## src/rtl/wb_write_queue_pkg.sv

```systemverilog
// Shared types and widths for the write-back queue and its forwarding matcher.
package wb_write_queue_pkg;
  localparam int REG_ADDR_W = 4;
  localparam int DATA_W     = 32;
  localparam int NUM_REGS   = 16;

  typedef struct packed {
    logic [REG_ADDR_W-1:0] reg_idx;
    logic [DATA_W-1:0]     data;
  } wb_entry_t;
endpackage

```

## src/rtl/wb_write_queue_if.sv

```systemverilog
// Producer-side, register-file write-port and forwarding signals of the write-back queue.
interface wb_write_queue_if;
  import wb_write_queue_pkg::*;

  logic                  in_valid;
  logic                  in_ready;
  logic [REG_ADDR_W-1:0] in_reg;
  logic [DATA_W-1:0]     in_data;
  logic                  wb_hold;
  logic                  reg_write;
  logic [REG_ADDR_W-1:0] wr_reg;
  logic [DATA_W-1:0]     wr_data;
  logic [NUM_REGS-1:0]   pending;
  logic [REG_ADDR_W-1:0] fwd_reg1;
  logic [REG_ADDR_W-1:0] fwd_reg2;
  logic                  fwd_hit1;
  logic                  fwd_hit2;
  logic [DATA_W-1:0]     fwd_data1;
  logic [DATA_W-1:0]     fwd_data2;

  modport master (
    output in_valid, in_reg, in_data, wb_hold, fwd_reg1, fwd_reg2,
    input  in_ready, reg_write, wr_reg, wr_data, pending,
           fwd_hit1, fwd_hit2, fwd_data1, fwd_data2
  );

  modport slave (
    input  in_valid, in_reg, in_data, wb_hold, fwd_reg1, fwd_reg2,
    output in_ready, reg_write, wr_reg, wr_data, pending,
           fwd_hit1, fwd_hit2, fwd_data1, fwd_data2
  );
endinterface

```

## src/rtl/wb_write_queue_match.sv

```systemverilog
// Forwarding lookup: combinational, returns data of the youngest valid entry whose index matches.
module wbq_match
  import wb_write_queue_pkg::*;
#(
  parameter int DEPTH = 4,
  localparam int PTR_W = $clog2(DEPTH)
) (
  input  wb_entry_t [DEPTH-1:0] entries,
  input  logic [DEPTH-1:0]      slot_vld,
  input  logic [PTR_W-1:0]      rd_ptr,
  input  logic [PTR_W:0]        count,
  input  logic [REG_ADDR_W-1:0] idx,
  output logic                  hit,
  output logic [DATA_W-1:0]     data
);
  logic [PTR_W-1:0] slot;

  // Walk oldest to youngest so a later match overrides an earlier one.
  always_comb begin
    hit  = 1'b0;
    data = '0;
    slot = '0;
    for (int k = 0; k < DEPTH; k++) begin
      slot = rd_ptr + PTR_W'(k);
      if ((PTR_W+1)'(k) < count && slot_vld[slot] &&
          entries[slot].reg_idx == idx && idx != '0) begin
        hit  = 1'b1;
        data = entries[slot].data;
      end
    end
  end
endmodule

```

## src/rtl/wb_write_queue.sv

```systemverilog
// In-order write-back queue feeding the register-file write port; one retire per cycle, ready when not full or retiring.
// Forwarding lookups are built only when WBQ_FORWARD_EN is defined; otherwise fwd outputs read as 0.
module wb_write_queue
  import wb_write_queue_pkg::*;
#(
  parameter int DEPTH = 4
) (
  input  logic              clk,
  input  logic              rst,
  wb_write_queue_if.slave   bus
);
  localparam int PTR_W = $clog2(DEPTH);
  localparam int CNT_W = PTR_W + 1;

  wb_entry_t [DEPTH-1:0] entries_q, entries_d;
  logic [DEPTH-1:0]      slot_vld_q, slot_vld_d;
  logic [PTR_W-1:0]      wr_ptr_q, wr_ptr_d;
  logic [PTR_W-1:0]      rd_ptr_q, rd_ptr_d;
  logic [CNT_W-1:0]      count_q, count_d;

  logic pop;
  logic ready;
  logic push;

  always_comb begin
    pop   = rst && (count_q != '0) && !bus.wb_hold;
    ready = rst && ((count_q < CNT_W'(DEPTH)) || pop);
    // Writes to r0 are accepted and dropped: they never occupy a slot.
    push  = bus.in_valid && ready && (bus.in_reg != '0);

    entries_d  = entries_q;
    slot_vld_d = slot_vld_q;
    wr_ptr_d   = wr_ptr_q;
    rd_ptr_d   = rd_ptr_q;
    // Pop before push so a full-queue push into the retiring slot keeps its valid bit.
    if (pop) begin
      slot_vld_d[rd_ptr_q] = 1'b0;
      rd_ptr_d             = rd_ptr_q + PTR_W'(1);
    end
    if (push) begin
      entries_d[wr_ptr_q].reg_idx = bus.in_reg;
      entries_d[wr_ptr_q].data    = bus.in_data;
      slot_vld_d[wr_ptr_q]        = 1'b1;
      wr_ptr_d                    = wr_ptr_q + PTR_W'(1);
    end
    case ({push, pop})
      2'b10:   count_d = count_q + CNT_W'(1);
      2'b01:   count_d = count_q - CNT_W'(1);
      default: count_d = count_q;
    endcase
  end

  always_ff @(posedge clk) begin
    if (!rst) begin
      entries_q  <= '0;
      slot_vld_q <= '0;
      wr_ptr_q   <= '0;
      rd_ptr_q   <= '0;
      count_q    <= '0;
    end else begin
      entries_q  <= entries_d;
      slot_vld_q <= slot_vld_d;
      wr_ptr_q   <= wr_ptr_d;
      rd_ptr_q   <= rd_ptr_d;
      count_q    <= count_d;
    end
  end

  always_comb begin
    bus.in_ready  = ready;
    bus.reg_write = pop;
    bus.wr_reg    = '0;
    bus.wr_data   = '0;
    if (rst && count_q != '0) begin
      bus.wr_reg  = entries_q[rd_ptr_q].reg_idx;
      bus.wr_data = entries_q[rd_ptr_q].data;
    end
    bus.pending = '0;
    if (rst) begin
      for (int i = 0; i < DEPTH; i++) begin
        if (slot_vld_q[i]) bus.pending[entries_q[i].reg_idx] = 1'b1;
      end
    end
    bus.pending[0] = 1'b0;
  end

`ifdef WBQ_FORWARD_EN
  logic              hit1, hit2;
  logic [DATA_W-1:0] data1, data2;

  wbq_match #(.DEPTH(DEPTH)) u_match1 (
    .entries (entries_q),
    .slot_vld(slot_vld_q),
    .rd_ptr  (rd_ptr_q),
    .count   (count_q),
    .idx     (bus.fwd_reg1),
    .hit     (hit1),
    .data    (data1)
  );

  wbq_match #(.DEPTH(DEPTH)) u_match2 (
    .entries (entries_q),
    .slot_vld(slot_vld_q),
    .rd_ptr  (rd_ptr_q),
    .count   (count_q),
    .idx     (bus.fwd_reg2),
    .hit     (hit2),
    .data    (data2)
  );

  assign bus.fwd_hit1  = rst && hit1;
  assign bus.fwd_hit2  = rst && hit2;
  assign bus.fwd_data1 = rst ? data1 : '0;
  assign bus.fwd_data2 = rst ? data2 : '0;
`else
  logic unused_fwd;
  assign unused_fwd    = ^{bus.fwd_reg1, bus.fwd_reg2};
  assign bus.fwd_hit1  = 1'b0;
  assign bus.fwd_hit2  = 1'b0;
  assign bus.fwd_data1 = '0;
  assign bus.fwd_data2 = '0;
`endif
endmodule

```

## src/flat_wrapper.sv

```systemverilog
// flat-port wrapper written by rule: the top's interface ports become plain ports
module wb_write_queue_flat import wb_write_queue_pkg::*;
#(
  parameter int DEPTH = 4
)
  (clk, rst, bus_in_valid, bus_in_reg, bus_in_data, bus_wb_hold, bus_fwd_reg1, bus_fwd_reg2, bus_in_ready, bus_reg_write, bus_wr_reg, bus_wr_data, bus_pending, bus_fwd_hit1, bus_fwd_hit2, bus_fwd_data1, bus_fwd_data2);
  wb_write_queue_if bus_i ();
  input  logic clk;
  input  logic rst;
  input wire logic [$bits(bus_i.in_valid)-1:0] bus_in_valid;
  input wire logic [$bits(bus_i.in_reg)-1:0] bus_in_reg;
  input wire logic [$bits(bus_i.in_data)-1:0] bus_in_data;
  input wire logic [$bits(bus_i.wb_hold)-1:0] bus_wb_hold;
  input wire logic [$bits(bus_i.fwd_reg1)-1:0] bus_fwd_reg1;
  input wire logic [$bits(bus_i.fwd_reg2)-1:0] bus_fwd_reg2;
  output wire logic [$bits(bus_i.in_ready)-1:0] bus_in_ready;
  output wire logic [$bits(bus_i.reg_write)-1:0] bus_reg_write;
  output wire logic [$bits(bus_i.wr_reg)-1:0] bus_wr_reg;
  output wire logic [$bits(bus_i.wr_data)-1:0] bus_wr_data;
  output wire logic [$bits(bus_i.pending)-1:0] bus_pending;
  output wire logic [$bits(bus_i.fwd_hit1)-1:0] bus_fwd_hit1;
  output wire logic [$bits(bus_i.fwd_hit2)-1:0] bus_fwd_hit2;
  output wire logic [$bits(bus_i.fwd_data1)-1:0] bus_fwd_data1;
  output wire logic [$bits(bus_i.fwd_data2)-1:0] bus_fwd_data2;
  assign bus_i.in_valid = bus_in_valid;
  assign bus_i.in_reg = bus_in_reg;
  assign bus_i.in_data = bus_in_data;
  assign bus_i.wb_hold = bus_wb_hold;
  assign bus_i.fwd_reg1 = bus_fwd_reg1;
  assign bus_i.fwd_reg2 = bus_fwd_reg2;
  assign bus_in_ready = bus_i.in_ready;
  assign bus_reg_write = bus_i.reg_write;
  assign bus_wr_reg = bus_i.wr_reg;
  assign bus_wr_data = bus_i.wr_data;
  assign bus_pending = bus_i.pending;
  assign bus_fwd_hit1 = bus_i.fwd_hit1;
  assign bus_fwd_hit2 = bus_i.fwd_hit2;
  assign bus_fwd_data1 = bus_i.fwd_data1;
  assign bus_fwd_data2 = bus_i.fwd_data2;
  wb_write_queue #(.DEPTH(DEPTH)) u_core (.clk(clk), .rst(rst), .bus(bus_i));
endmodule
```

## config.mk

```make
export PLATFORM = sky130hd
export DESIGN_NAME = wb_write_queue_flat
export DESIGN_NICKNAME = d
export VERILOG_FILES = /design/src/rtl/wb_write_queue_pkg.sv /design/src/rtl/wb_write_queue_if.sv /design/src/rtl/wb_write_queue_match.sv /design/src/rtl/wb_write_queue.sv /design/src/flat_wrapper.sv
export SDC_FILE = /design/constraint.sdc
export NUM_CORES = 1
export LEC_CHECK = 0
export BUFFER_PORTS_ARGS = -buffer_cell sky130_fd_sc_hd__clkbuf_2
export CAP_MARGIN = 20
export CORE_MARGIN = 5
export CORE_UTILIZATION = 45
export CTS_CLUSTER_DIAMETER = 60
export DETAILED_ROUTE_END_ITERATION = 16
export PLACE_DENSITY = 0.72
export SLEW_MARGIN = 20
export SYNTH_ARGS = -nofsm -noshare
export SYNTH_HDL_FRONTEND = slang
export SYNTH_SLANG_ARGS = --single-unit
```

## constraint.sdc

```tcl
create_clock -name clk -period 6.3 [get_ports clk]
set_clock_uncertainty 0.1 [all_clocks]
set_input_delay 0.315 -clock clk [delete_from_list [all_inputs] [get_ports clk]]
set_output_delay 0.315 -clock clk [all_outputs]
set_load 0.01 [all_outputs]
```

==> results of run 1 <==
-- critical path, stage by stage (launching register included) --
cell and delay, ns:
dfxtp_2 0.52, buf_4 0.59, mux4_2 0.59, nor2b_1 0.16
clkbuf_2 0.16
-- sequential cells by signal (all words and copies together) (netlist names) --
| register | flops |
|---|---|
| u_core.wr_ptr_q | 2 |
| u_core.rd_ptr_q | 2 |
| u_core.slot_vld_q | 4 |
| u_core.count_q | 3 |
| u_core.entries_q | 144 |
-- layout by cell type, fill, tap and decap left out, drive strengths merged --
master      n
o31ai       2
or3         2
a21oi       4
a31oi       1
mux4       36
o311ai      4
dfxtp     155
nor2b      36
clkinvlp    4
or3b        4
nand2     185
nand3b      8
buf         6
or4         1
bufinv      3
nor3        1
and4        4
nand2b      8
o22ai      30
inv        17
nor2        4
ha          9
o21a       16
nand3       5
xor2        2
conb       67
nand4      21
nor4        2
fa          1
o21ai      18
clkinv      5
mux2i     129
a21bo       1
or2         4
clkbuf    109
-- cell families (layout without fill, tap and decap cells) --
kind of cell	count (synthesis)	after routing	share of synthesized area, %
mux	165	165	25.5
flops	155	155	37.7
compound gates	76	76	5.88
buf+inv	134	144	12.1
fa+ha+maj	10	10	1.61
xor+xnor	2	2	0.213
other cells	1	67	0.0455
simple gates	285	285	16.9
-- report_power, final --
part | internal, mW | leakage [nW] | switching, mW
sequential | 1.01 | 1.26 | 0.0256
combinational | 0.0924 | 2.62 | 0.141
clock | 0.624 | 0.283 | 0.403
-- per-layer routing --
metal  vias up  GRT usage, %  routed length (um)
met4         0          4.85                 195
met2       202          27.4                8510
met5         -             0                   0
li1       2887             -                   -
met3        20          4.40                1200
met1      2876          21.2                7730
-- worst max path at each step --
stage	from	end	slack, ns	cells past startpoint
2_1_floorplan	bus_in_reg[1]	u_core.count_q[2]	3.90	9
3_3_place_gp	rst	u_core.entries_q[119]	3.45	6
3_5_place_dp	rst	u_core.entries_q[118]	3.42	6
4_1_cts	u_core.rd_ptr_q[0]	bus_wr_data[4]	3.34	4
5_1_grt	u_core.rd_ptr_q[0]	bus_wr_data[4]	3.26	4
6_report	u_core.rd_ptr_q[0]	bus_wr_data[4]	3.43	4
-- area by class of cell --
class	count	area (um2)	share of cell area (%)
Clock buffer	18	429	4.80
Tap cell	229	287	3.20
Inverter	15	56.3	0.629
Sequential cell	155	3110	34.7
Multi-Input combinational cell	605	4400	49.1
Clock inverter	14	170	1.90
Timing Repair Buffer	97	504	5.64
==> impl_metrics.toml, run 1 <==
[status]
status = "complete, no violations"

[sta]
rsz0062_at_grt = "no"
period_needed_ns = 2.87
final_max_slew_viol_count = 0
tightest_slew_ns = 1.14
finalSetupViolations = 0
fin_ws_ns = 3.43
finalCritPeriodShare_pct = 45.5
hold_viol_final = 0
tns_ns = 0
fmax_mhz = 349
slew_headroom_pct = 24.2
hold_slack_ns = 0.109

[logic_synthesis]
synth_commonest_cells = "nand2_1 (185), dfxtp_1 (155), mux2i_1 (129)"
syn_area_um2 = 8240
post-synth-top-area-cell = "dfxtp_1"
ys_ff_latch = 155
synth.area.top_cells = "dfxtp_1 (38%), mux2i_1 (16%), mux4_2 (9.8%)"
ys_seq_area_share_pct = 37.7
synth_async_sr_flop_share_pct = 0
synth_edf_count = 0
postSynthAreaPerCell_um2 = 9.95
synthCells = 828
synthFlopType = "dfxtp_1"
yosys_warnings = 0
yosysTopAreaCellShare_pct = 37.7
yosysUniqueCellTypes = 41
post-synth-top-count-cell = "nand2_1"

[finish]
final_cells = 1133
fillers = 1660
syn_to_final_growth_pct = 8.64
drive_gt1_share_pct = 20.6
insertedDiodeCount = 0
fin_area_um2 = 8950
final_core_util_pct = 49.8
fin_nets = 949

[global_route]
grt_util_all_layers_pct = 16.5
grt_max_degree = 87
grt_pass1_wl_um = 29200
antenna_found_initial = 0
grt_overflow = 0
grt_pass1_vias = 5778

[route]
avgRoutedWirePerCell_um = 15.6
ant_nets = 0
route.vias.total = 5985
vias_per_cell = 5.28
route.detailed.drc = 0
firstDrtPassIters = 4
drtIter0Drc = 368
wirelength_um = 17600

[floorplan]
start_util_pct = 45.8
dieArea_um2 = 21100
rows = 49
ios = 168
fp.dieH_um = 145
core-area_um2 = 18000
die_width_um = 145

[cts]
clock-sinks = 155
cts_buffers = 17
cts_setup_buffers = 0
postCtsHoldBufs = 0
htree_levels = 4
cts-root-buf = "clkbuf_16"
cts_tree = "built"
cts_resized = 0
path_clk_slew_ns = 0.06
clk_latency_ns = 0.41
cts_buffer_depth = 2

[placed_design]
portBuffers = 92
hpwl_um = 11300
place_inst = 1101
placed_area_um2 = 8350
finalWeightedCongestion = 0.897
post-place-ws_ns = 3.42

[hold_path]
hold_start = "bus_in_data[19]"
hold_path.class = "primary input to flip-flop"
whs_path_depth = 3
min_to = "u_core.entries_q[55]"

[worst_setup_path]
endpoint_kind = "output pin"
r2r_cells = 5
r2r-end = "u_core.entries_q[128]"
critPathMaxFanout = 31
cp.required_ns = 5.88
r2r-start = "u_core.count_q[2]"
startpoint_type = "flip-flop"
arrival_ns = 2.45
reg2reg_setup_slack_ns = 3.83
crit_type = "flip-flop to output pin"

[power]
power_density_nw_per_um2 = 256
irDropWorstVdd_mv = 0.159
leakage_nw = 4.16
total_power_mw = 2.29

[flow_run]
max-cap-violations = 0
Note: power is estimated with default switching activity, not from simulation.
==> inputs of run 2 (changes only) <==
Settings changed: PLACE_DENSITY 0.72 to 0.74.
Clock period 6.3 ns to 2.6 ns, I/O delays scaled along.
==> run 2 against run 1 <==
  * Sequential share of layout area decreased by 1.9 points
  * Sequential power rose by 140%
  * Worst hold slack better by 0.061 ns
  * First-iteration DRC count decreased by 5.7%
  * Highest routed layer unchanged
  * Largest cell class unchanged
  * Non-clock buffer count rose by 53
==> impl_metrics.toml, run 2 (same netlist as run 1, synthesis figures left out) <==
[power]
irDropWorstVdd_mv = 0.371
internal-power_mw = 4.17
total_power_mw = 5.56
seqPwrFrac_pct = 45.1
power_density_nw_per_um2 = 587
power_frac_comb_pct = 11.3
power.switching_mw = 1.39
pwr-share-clk_pct = 43.5
leakage_nw = 4.41
p_sw_share_pct = 24.9

[placed_design]
portBuffers = 92
finalWeightedCongestion = 0.912
hpwl_um = 12100
post-place-ws_ns = 0.290

[finish]
insertedDiodeCount = 0
syn_to_final_growth_pct = 15.1
final_cell_mix = "nand2_1 (185), dfxtp_1 (153), mux2i_1 (129), clkbuf_2 (91), conb_1 (67)"
largest_reg_flops = 144
final_common_cell = "nand2_1"
regMostFlops = "u_core.entries_q"
largestRegisters = "u_core.entries_q (144), u_core.slot_vld_q (4), u_core.count_q (3)"
fillers = 1591
fin_nets = 1002
drive_gt1_share_pct = 20.6

[worst_setup_path]
critPathMaxFanout = 20
arrival_ns = 2.76
endpoint_kind = "flip-flop"
crit_type = "primary input to flip-flop"
cp.required_ns = 2.86
startpoint_type = "primary input"

[status]
status = "complete, no violations"

[route]
firstDrtPassIters = 5
drtIter0Drc = 347
vias_per_cell = 5.17
wirelength_um = 18400
route.vias.total = 6131
route.detailed.drc = 0
avgRoutedWirePerCell_um = 15.5
ant_nets = 0

[global_route]
grt_overflow = 0
grt_util_all_layers_pct = 17.1
grt_max_degree = 107
antenna_found_initial = 0
grt_pass1_vias = 6117
grt_pass1_wl_um = 30200

[cts]
cts_buffers = 17
cts_buffer_depth = 2
clock-sinks = 155
cts_setup_buffers = 0
path_clk_slew_ns = 0.06
htree_levels = 4
cts-root-buf = "clkbuf_16"
cts_tree = "built"
clk_latency_ns = 0.42

[floorplan]
die_width_um = 145
rows = 49
dieArea_um2 = 21100
core-area_um2 = 18000
fp.dieH_um = 145
start_util_pct = 45.8
ios = 168

[sta]
fmax_mhz = 401
finalCritPeriodShare_pct = 96.0
tns_ns = 0
fin_ws_ns = 0.103
rsz0062_at_grt = "no"
finalSetupViolations = 0
slew_headroom_pct = 51.3
hold_viol_final = 0
final_max_slew_viol_count = 0
tightest_slew_ns = 0.730
period_needed_ns = 2.50

[hold_path]
hold_path.class = "primary input to flip-flop"

[flow_run]
max-cap-violations = 0
-- run 2: cell count changes in the layout (fill, tap and decap cells not counted), moves of 2 or more --
cell / previous run / this run
dlygate4sd3_1: 0 / 40
buf_12: 0 / 2
buf_6: 1 / 3
clkinvlp_4: 4 / 1
clkbuf_8: 0 / 2
buf_4: 5 / 13
-- run 2: worst max-delay path: stages --
cell           delay, ns
dlygate4sd3_1       0.53
clkbuf_2            0.15
or4_4               0.55
buf_4               0.21
nand4_4             0.12
buf_6               0.28
mux2i_1             0.21
dlygate4sd3_1       0.56
-- run 2: path summary, 6_finish.rpt --
| kind | slack [ns] | cells after the start | end | from |
|---|---|---|---|---|
| setup / recovery | 0.10 | 8 | u_core.entries_q[39] | bus_in_reg[1] |
| hold / removal | 0.17 | 4 | u_core.entries_q[70] | bus_in_valid |
| setup reg to reg | 0.31 | 7 | u_core.entries_q[39] | u_core.count_q[2] |
| hold reg to reg | 0.36 | 2 | u_core.entries_q[74] | u_core.entries_q[74] |
-- run 2: power by group through the flow --
stage | logic [mW] | registers, mW | clock network, mW
2_1_floorplan | 0.546 | 2.52 | 0
3_3_place_gp | 0.572 | 2.56 | 0
3_5_place_dp | 0.577 | 2.56 | 0
4_1_cts | 0.626 | 2.51 | 2.47
5_1_grt | 0.688 | 2.52 | 2.58
6_report | 0.628 | 2.51 | 2.42
-- run 2: final cells by class --
type / count / area (um2) / share of cell area, %
multi-input combinational: 605 / 4400 / 46.5
sequential: 155 / 3110 / 32.8
timing repair buffer: 150 / 1040 / 11.0
clock buffer: 21 / 460 / 4.86
tap: 229 / 287 / 3.02
clock inverter: 10 / 118 / 1.24
inverter: 15 / 56.3 / 0.594
-- run 2: what timing repair did --
action / CTS / global route
resized for setup: 0 / 4
endpoints found under the setup margin: 0 / 2
hold endpoints to repair: 146 / 0
hold buffers: 40 / 0
-- run 2: layer usage --
layer	track usage (%)	up-vias	share of wire, %
li1	-	2997	-
met1	21.4	2898	43
met2	28.9	209	49
met3	4.86	27	6.9
met4	4.71	0	1.2
met5	0	-	0
-- run 2: metrics by stage --
step           hold slack, ns  utilization [%]  instances  area, um2
5_1_grt                 0.198             52.7       1185       9480
6_report                0.170             52.7       1185       9480
3_5_place_dp            0.351             47.2       1114       8480
3_3_place_gp            0.341             47.2       1114       8480
4_1_cts                 0.155             52.7       1185       9460
2_1_floorplan           0.173                -        894       8480
==> inputs of run 3 (changes only) <==
--- a/config.mk
+++ b/config.mk
@@ -12,5 +12,6 @@
 export CTS_CLUSTER_DIAMETER = 60
 export DETAILED_ROUTE_END_ITERATION = 16
-export PLACE_DENSITY = 0.74
+export MAX_ROUTING_LAYER = met4
+export PLACE_DENSITY = 0.7
 export SLEW_MARGIN = 20
 export SYNTH_ARGS = -nofsm -noshare
==> constraint.sdc (replaced) <==
create_clock -name clk -period 2.6 [get_ports clk]
set_clock_uncertainty 0.1 [all_clocks]
set_input_delay 0.13 -clock clk [delete_from_list [all_inputs] [get_ports clk]]
set_output_delay 0.13 -clock clk [all_outputs]
set_load 0.005 [all_outputs]
==> run 3 against run 2 <==
  * Combinational power fell by 2%
  * Sequential share of layout area barely moved
  * Critical path depth rose by 2
  * Setup slack improved by 0.0038 ns
  * First-iteration DRC count rose by 20%
  * Non-clock buffer count fell by 4
  * Fmax rose by 0.15%
  * Worst hold slack got worse by 0.14 ns
  * Flip-flop and latch count did not move
  * Global-route usage rose by 0.98 points
  * Critical endpoint is now u_core.count_q[2]
  * Largest cell class unchanged
  * Largest power group unchanged
==> impl_metrics.toml, run 3 (same netlist as run 1, synthesis figures left out) <==
[power]
seqPwrFrac_pct = 44.9
power.switching_mw = 1.34
internal-power_mw = 4.21
pwr-share-clk_pct = 44.0
power_density_nw_per_um2 = 586
power_frac_comb_pct = 11.1
p_sw_share_pct = 24.2
leakage_nw = 4.39
irDropWorstVdd_mv = 0.383

[global_route]
grt_util_all_layers_pct = 18.1
grt_max_degree = 80
antenna_found_initial = 0
grt_pass1_wl_um = 31000
grt_overflow = 0
grt_pass1_vias = 6062

[placed_design]
place_inst = 1113
hpwl_um = 12200
post-place-ws_ns = 0.287
finalWeightedCongestion = 0.921
portBuffers = 92
placed_area_um2 = 8500

[sta]
tightest_slew_ns = 0.743
slew_headroom_pct = 50.4
finalSetupViolations = 0
finalCritPeriodShare_pct = 95.9
hold_viol_final = 0
fmax_mhz = 401
period_needed_ns = 2.49
fin_ws_ns = 0.107
final_max_slew_viol_count = 0
hold_slack_ns = 0.0337

[worst_setup_path]
endpoint_kind = "flip-flop"
cp.required_ns = 2.84
r2r-start = "u_core.count_q[2]"
r2r-end = "u_core.count_q[2]"
critPathMaxFanout = 6
reg2reg_setup_slack_ns = 0.39
worstSetupStartpoint = "bus_in_reg[1]"
crit_type = "primary input to flip-flop"
startpoint_type = "primary input"
arrival_ns = 2.73
r2r_cells = 8

[cts]
htree_levels = 4
cts_buffers = 17
path_clk_slew_ns = 0.06
cts_buffer_depth = 2
cts_tree = "built"
clock-sinks = 155
cts-root-buf = "clkbuf_16"
clk_latency_ns = 0.42

[floorplan]
fp.dieH_um = 145
start_util_pct = 45.8
dieArea_um2 = 21100
ios = 168
rows = 49
die_width_um = 145
core-area_um2 = 18000

[finish]
insertedDiodeCount = 0
fillers = 1618
fin_nets = 998
ff_latch_area_um2 = 3110
fin_area_um2 = 9470
largest_reg_flops = 144
regMostFlops = "u_core.entries_q"
final_common_cell = "nand2_1"
syn_to_final_growth_pct = 14.9
multi_input_area_um2 = 4400
final_cell_mix = "nand2_1 (185), dfxtp_1 (153), mux2i_1 (129), clkbuf_2 (91), conb_1 (67)"
drive_gt1_share_pct = 20.7
final_core_util_pct = 52.7
largestRegisters = "u_core.entries_q (144), u_core.slot_vld_q (4), u_core.count_q (3)"
final_cells = 1182

[status]
status = "complete, no violations"

[route]
ant_nets = 0
wirelength_um = 18700
route.vias.total = 6160
route.detailed.drc = 0
firstDrtPassIters = 4
avgRoutedWirePerCell_um = 15.8
vias_per_cell = 5.21
drtIter0Drc = 417

[hold_path]
hold_start = "bus_wb_hold"
whs_path_depth = 3
hold_path.class = "primary input to flip-flop"
min_to = "u_core.rd_ptr_q[0]"

[flow_run]
max-cap-violations = 0
-- run 3: cell count changes in the layout (fill, tap and decap cells not counted), sizes merged --
cell	previous run	this run
dlygate4sd3	40	37
clkbuf	112	114
clkinv	6	4
buf	19	18
clkinvlp	1	2
-- run 3: worst max-delay path by stage --
stage               slack (ns)           endpoint  depth (start not counted)
global placement          0.29  u_core.count_q[2]                          9
detailed placement        0.29  u_core.count_q[2]                          9
floorplan                 0.36  u_core.count_q[2]                         10
CTS                       0.06     bus_pending[6]                          6
finish                    0.11  u_core.count_q[2]                         10
global route             -0.01  u_core.count_q[2]                         10
-- run 3: stage by stage --
stage / total power, mW / setup TNS, ns
3_5_place_dp: 3.12 / 0
6_report: 5.55 / 0
4_1_cts: 5.61 / 0
2_1_floorplan: 3.03 / 0
3_3_place_gp: 3.11 / 0
5_1_grt: 5.80 / -0.0120
-- run 3: power groups by stage --
| stage | combinational [mW] | sequential, mW | clock (mW) |
|---|---|---|---|
| after CTS | 0.616 | 2.49 | 2.50 |
| final | 0.615 | 2.49 | 2.44 |
| after detailed placement | 0.569 | 2.55 | 0 |
| after global routing | 0.676 | 2.50 | 2.62 |
| after global placement | 0.564 | 2.54 | 0 |
| after floorplan | 0.517 | 2.52 | 0 |
-- run 3: final cells by class --
type / count / area share (%)
clock buffer: 23 / 5.05
timing repair buffer: 146 / 10.9
sequential: 155 / 32.8
inverter: 15 / 0.595
tap: 229 / 3.03
clock inverter: 9 / 1.18
multi-input combinational: 605 / 46.5
-- run 3: critical path, stage by stage --
cell,delay [ns]
dlygate4sd3_1,0.54
clkbuf_2,0.15
or4_4,0.55
nand3_1,0.13
ha_2,0.21
inv_1,0.05
fa_1,0.37
xor2_1,0.15
or3_1,0.31
a21oi_1,0.13
-- run 3: timing repair --
| action | in CTS | in global routing |
|---|---|---|
| buffers inserted | 0 | 0 |
| hold buffers | 37 | 0 |
| resized for setup | 0 | 2 |
| endpoints found under the hold margin | 145 | 0 |
| setup endpoints to repair | 0 | 14 |
-- run 3: routing by layer --
metal	routed length, um	track usage [%]
met5	0	-
met4	206	5.04
met3	1180	4.08
met2	9080	29.1
met1	8260	23.0
